`src/rtl/demux8_collect.sv`:
```
// Serial-to-parallel collector: a slot counter steers accepted bits into an 8-bit word,
// presented with a valid/ack handshake. Define DEMUX8_COLLECT_MSB_FIRST_EN for MSB-first fill.
module demux8_collect (
    input  logic       Clk,
    input  logic       Reset_n,
    input  logic       Start,
    input  logic       D,
    input  logic       D_valid,
    output logic       D_ready,
    output logic [7:0] En,
    output logic [2:0] Sel,
    output logic [7:0] Q,
    output logic       Q_valid,
    input  logic       Q_ack
);

`ifdef DEMUX8_COLLECT_MSB_FIRST_EN
    localparam logic [2:0] First = 3'd7;
    localparam logic [2:0] Last  = 3'd0;
`else
    localparam logic [2:0] First = 3'd0;
    localparam logic [2:0] Last  = 3'd7;
`endif

    typedef enum logic [1:0] {StIdle, StCollect, StFull} state_e;

    state_e     state_q, state_d;
    logic [2:0] sel_q, sel_d, sel_step;
    logic [7:0] q_q, q_d;
    logic       q_valid_q, q_valid_d;
    logic       d_ready_q, d_ready_d;
    logic       accept;

`ifdef DEMUX8_COLLECT_MSB_FIRST_EN
    assign sel_step = sel_q - 3'd1;
`else
    assign sel_step = sel_q + 3'd1;
`endif

    // Start wins over a bit offered in the same cycle, so the bit is neither stored nor enabled.
    assign accept = D_valid & d_ready_q & ~Start;

    always_comb begin
        state_d   = state_q;
        sel_d     = sel_q;
        q_d       = q_q;
        q_valid_d = q_valid_q;
        En        = 8'h00;
        En[sel_q] = accept;

        unique case (state_q)
            StIdle: begin
                if (Start) begin
                    state_d = StCollect;
                    q_d     = 8'h00;
                    sel_d   = First;
                end
            end
            StCollect: begin
                if (Start) begin
                    q_d   = 8'h00;
                    sel_d = First;
                end else if (accept) begin
                    q_d[sel_q] = D;
                    if (sel_q == Last) begin
                        q_valid_d = 1'b1;
                        state_d   = StFull;
                        sel_d     = First;
                    end else begin
                        sel_d = sel_step;
                    end
                end
            end
            StFull: begin
                if (Q_ack) begin
                    q_valid_d = 1'b0;
                    if (Start) begin
                        state_d = StCollect;
                        q_d     = 8'h00;
                        sel_d   = First;
                    end else begin
                        state_d = StIdle;
                    end
                end
            end
            default: begin
                state_d = StIdle;
            end
        endcase

        d_ready_d = (state_d == StCollect);
    end

    always_ff @(posedge Clk or negedge Reset_n) begin
        if (!Reset_n) begin
            state_q   <= StIdle;
            sel_q     <= First;
            q_q       <= 8'h00;
            q_valid_q <= 1'b0;
            d_ready_q <= 1'b0;
        end else begin
            state_q   <= state_d;
            sel_q     <= sel_d;
            q_q       <= q_d;
            q_valid_q <= q_valid_d;
            d_ready_q <= d_ready_d;
        end
    end

    assign D_ready = d_ready_q;
    assign Sel     = sel_q;
    assign Q       = q_q;
    assign Q_valid = q_valid_q;

endmodule
```
`config.mk`:
```
export PLATFORM = sky130hd
export DESIGN_NAME = demux8_collect
export DESIGN_NICKNAME = d
export VERILOG_FILES = /design/src/rtl/demux8_collect.sv
export SDC_FILE = /design/constraint.sdc
export NUM_CORES = 1
export LEC_CHECK = 0
export BUFFER_PORTS_ARGS = -buffer_cell sky130_fd_sc_hd__clkbuf_2
export CAP_MARGIN = 20
export CORE_MARGIN = 10
export CORE_UTILIZATION = 51
export CTS_BUF_LIST = sky130_fd_sc_hd__clkbuf_8
export DETAILED_ROUTE_END_ITERATION = 12
export HOLD_SLACK_MARGIN = 0.06
export PLACE_DENSITY = 0.86
export SLEW_MARGIN = 20
export SYNTH_ARGS = -nofsm -noshare
export SYNTH_HDL_FRONTEND = slang
export SYNTH_SLANG_ARGS = --single-unit
```
`constraint.sdc`:
```
create_clock -name Clk -period 1.9 [get_ports Clk]
set_clock_uncertainty 0.15 [all_clocks]
set_input_delay 0.095 -clock Clk [delete_from_list [all_inputs] [get_ports Clk]]
set_output_delay 0.095 -clock Clk [all_outputs]
set_load 0.05 [all_outputs]
```
# Word level (Yosys, flattened, before mapping)
# Cells that the tools add are included.
# W data, S select, Z words.
# totals
ff_bits	15
input_bits	6
out_inout_bits	21
wordCells	53
# op_classes
add_sub_neg	1
n_lt_le_gt_ge	2
n_eq_ne	9
n_mux	26
n_bitwise	4
n_reduce_logical	6
# op_table
op	count
$mux W8	4
$pmux W8 S3	1
$mux W3	5
$mux W2	5
$pmux W3 S3	1
$and A8 B8 Y8	1
$bwmux W8	1
$ne A2 B2 Y1 const B	4
$mux W1	6
$pmux W2 S3	1
$reduce_and A5 Y1	1
$eq A2 B1 Y1 const B	2
$lt A3 B4 Y1 const B	1
$add A3 B1 Y3 const B	1
$demux W1 S3	1
$eq A3 B3 Y1 const B	1
$ge A3 B1 Y1 const B	1
$ne A3 B3 Y1 const B	1
$reduce_and A3 Y1	1
$reduce_bool A3 Y1	1
$and A1 B1 Y1	2
$eq A2 B2 Y1 const B	1
$logic_not A2 Y1	1
$pmux W1 S2	1
other kinds (3)	3

# Longest topological paths before layout
# depth
word_depth	8
ltp_mapped	6
depth_no_buf	6

# Least setup slack after synthesis
# No wires, ideal clock.
# synth_path
path_type	register -> output
from	reg d_ready_q (netlist: D_ready)
to	out En[5]
t_arrival_ns	2.170
required_time_ns	1.655
slack_ns	-0.515
path_stages_with_launch	3
path_buffers	0
path_cell_list	dfrtp_1 nand3b_1 nor3_1
# synth_between
elab_chain_cells	3
# synth_rtl
item	line_no	text
start, declared	31	logic d_ready_q, d_ready_d;
start signal, assigned	106	d_ready_q <= d_ready_d;
$and A1 B1 Y1 (2 in a row)	41	assign accept = D_valid & d_ready_q & ~Start;
$and A8 B8 Y8 (no source line)	-	
end, declared	10	output logic [7:0] En,
# Every way passes these cells.

# Final worst setup path
# layout_path
from	reg sel_q[2] (netlist: Sel[2])
to	out En[4]
# layout_between
elab_chain_cells	5
word_cells_on_any_way	6
cone_classes	order compare: 2; mux: 2; bitwise: 1; reduce/logical: 1
# layout_rtl
item	line_no	text
start, declared	28	logic [2:0] sel_q, sel_d, sel_step;
start signal, assigned	97	sel_q <= First;
start signal, assigned	103	sel_q <= sel_d;
$lt A3 B4 Y1 (implied by the code) / $ge A3 B1 Y1 (equally long branches)	49	En[sel_q] = accept;
$logic_and A1 B1 Y1 (implied by the code)	49	
$mux W1 (implied by the code)	49	
$demux W1 S3 (*)	49	
$and A8 B8 Y8 (no source line) (*)	-	
# Every way passes the cells marked *; elsewhere a longest branch is shown, timed or not.

==> metrics <==
grt total ovfl 0; dpl hpwl 1650 um; Tcrit/Tclk final 96.4%; Syn Inst Count 85; Fmax 546 MHz; Routed Antenna Nets 0; FP Rows 14; routability cong. 0.838; drt via density 5.89; status completed; pin slew with the least headroom to its limit 0.374 ns; Crit. End Element output port; Max Root-Sink Buffers 2; final hold slack 0.127 ns; mux cell area share after synthesis 3.67%; crit-path max FO 7; initial antenna violation count 0; Area growth, synth to finish 28.5%; Leak Pwr 0.503 nW; Initial DRC Count 26; CTS Buf Count 3; Hold Vio Cnt, Final 0; simple logic cell fraction of the synthesized area 30.5%; ratio of cells with drive above 1 in the final layout 39.3%; htree depth 1; Die Height 60.9 um; Syn Nets 93; TritonCTS clock tree built; Compound-Gate Fraction of Synth Area 15.1%; # clock sinks 15; final wirelength 2270 um; Final setup violation count 0; die area 3710 um2; DR DRC count 0; largest family of logic cells by synthesized area simple AND/OR/NAND/NOR gates; Startpoint Class register; worst hold path depth 4; Avg WL per Cell 17.1 um; post-route cell area 1090 um2; Crit path required time 1.65 ns; commonest non-fill, non-tap cell in the layout clkbuf_2; GRT Total Usage 12.4%; minimum clock period 1.83 ns; first-pass detailed-route iteration total 4; RSZ-0062 raised after global routing no; Die Wd 60.9 um; core region area 1540 um2; first-pass GRT wire length 3540 um; diode count 0; total number of vias 784; WS Path Type reg -> out; largest net degree at the start of global routing 16; post-synthesis adder-cell area fraction 2.94%; CTS root buffer clkbuf_8; Pins Over Slew Limit 0; Port Buffers 26; most frequent cells in the layout clkbuf_2 (22), nand3_1 (17), dfrtp_1 (14); final net count 126; Synth Warn # 0; critical path arrival 1.59 ns; Layout fillers 127; path depth of the worst reg2reg path 4; flip-flop and latch count after synthesis 15; initial core utilization 55.3%; post-synthesis xor/xnor area fraction 0%; Cell Area, Synth 852 um2; clock latency on the worst-skew pair 0.24 ns; maximum vdd drop 0.000494 V; setup TNS 0 ns; PD cells 875 nW/um2; Clk pin slew, worst setup/hold paths 0.06 ns; DP Area 1020 um2; max-cap violations 0; post-synthesis sequential area ratio 44.1%; Ports 27; slew margin rel. 75.1%; Distinct cells, synth 29; number of global-route vias before repair 767; Hold Crit Class in -> reg; Synth Area per Inst 10.0 um2
## cells in the mapped netlist (all sizes together)
master / count / share of area (%)
nand2: 5 / 3.1
o221a: 2 / 2.6
nor3: 1 / 0.59
mux2i: 2 / 2.3
nor2: 8 / 3.5
nor3b: 2 / 3.1
nand3: 17 / 10
o31ai: 1 / 0.88
dfrtp: 15 / 44
nand3b: 1 / 0.88
inv: 4 / 1.8
mux2: 1 / 1.3
o22a: 1 / 1.0
a21boi: 1 / 0.88
ha: 2 / 2.9
a22oi: 1 / 0.88
nand4b: 1 / 1.0
o21ai: 1 / 1.9
nand4: 2 / 4.0
nor2b: 1 / 0.73
buf: 2 / 1.5
o211ai: 7 / 6.2
o22ai: 1 / 0.73
or3: 5 / 3.7
clkbuf: 1 / 0.44
## critical path, stage by stage (launching register included)
cell and delay (ns):
dfrtp_1 0.45, inv_1 0.14, or3_1 0.42, nor2_2 0.10, clkbuf_4 0.23
## metrics by stage
step | power, mW | util, % | std cells | worst slack [ns]
after floorplan | 0.623 | - | 85 | -0.196
after global placement | 0.703 | 66.0 | 126 | 0.266
after detailed placement | 0.711 | 66.0 | 126 | 0.217
after CTS | 0.967 | 70.2 | 132 | 0.0283
after global routing | 1.01 | 71.0 | 133 | 0.00436
final | 0.958 | 71.0 | 133 | 0.0686
## layout make-up
| type | count | area (um2) | area share [%] |
|---|---|---|---|
| multi-input combinational | 63 | 460 | 42.1 |
| sequential | 15 | 377 | 34.4 |
| timing repair buffer | 31 | 178 | 16.2 |
| clock buffer | 3 | 41.3 | 3.77 |
| tap | 16 | 20.0 | 1.83 |
| inverter | 4 | 15.0 | 1.37 |
| clock inverter | 1 | 3.75 | 0.343 |
## per-layer routing
metal,wire length (um),vias up,GRT usage [%]
met5,0,-,0
met4,9,0,6.90
met3,191,2,3.76
met2,1100,23,19.9
met1,965,380,14.3
li1,-,379,-
## worst paths after layout
kind,from,end,slack (ns)
hold reg to reg,Q[1]$_DFFE_PN0P_,Q[1]$_DFFE_PN0P_,0.38
max in group asynchronous,Reset_n,Sel[1]$_DFFE_PN0P_,1.16
min in group asynchronous,Reset_n,Q[6]$_DFFE_PN0P_,0.15
hold / removal,D,Q[5]$_DFFE_PN0P_,0.13
setup / recovery,Sel[2]$_DFFE_PN0P_,En[4],0.07
setup reg to reg,state_q[1]$_DFF_PN0_,Sel[0]$_DFFE_PN0P_,0.16
## flip-flops by register name, summed over array words and instances, names as in the netlist
name and count:
D_ready 1, Sel 3, state_q 2, Q 8, Q_valid 1
## cell families (layout without fill, tap and decap cells)
logic type               after synthesis  count (layout)
AND/OR/NAND/NOR                       43              43
AO/OA/AOI/OAI                         15              15
flip-flops                            15              15
buffers and inverters                  7              39
multiplexers                           3               3
adder cells (fa/ha/maj)                2               2
## repair_timing
action / CTS / global route
hold buffers: 2 / 0
gates resized for setup: 0 / 6
endpoints found under the hold margin: 16 / 0
buffers inserted: 0 / 1
setup endpoints to repair: 0 / 8
## where the power goes
group,switching (mW),internal [mW],leakage (nW)
Clock,0.103,0.143,0.0269
Sequential,0.0439,0.349,0.194
Combinational,0.234,0.0854,0.283
Total,0.381,0.577,0.503
No activity file was read; power rests on OpenSTA's default activity.
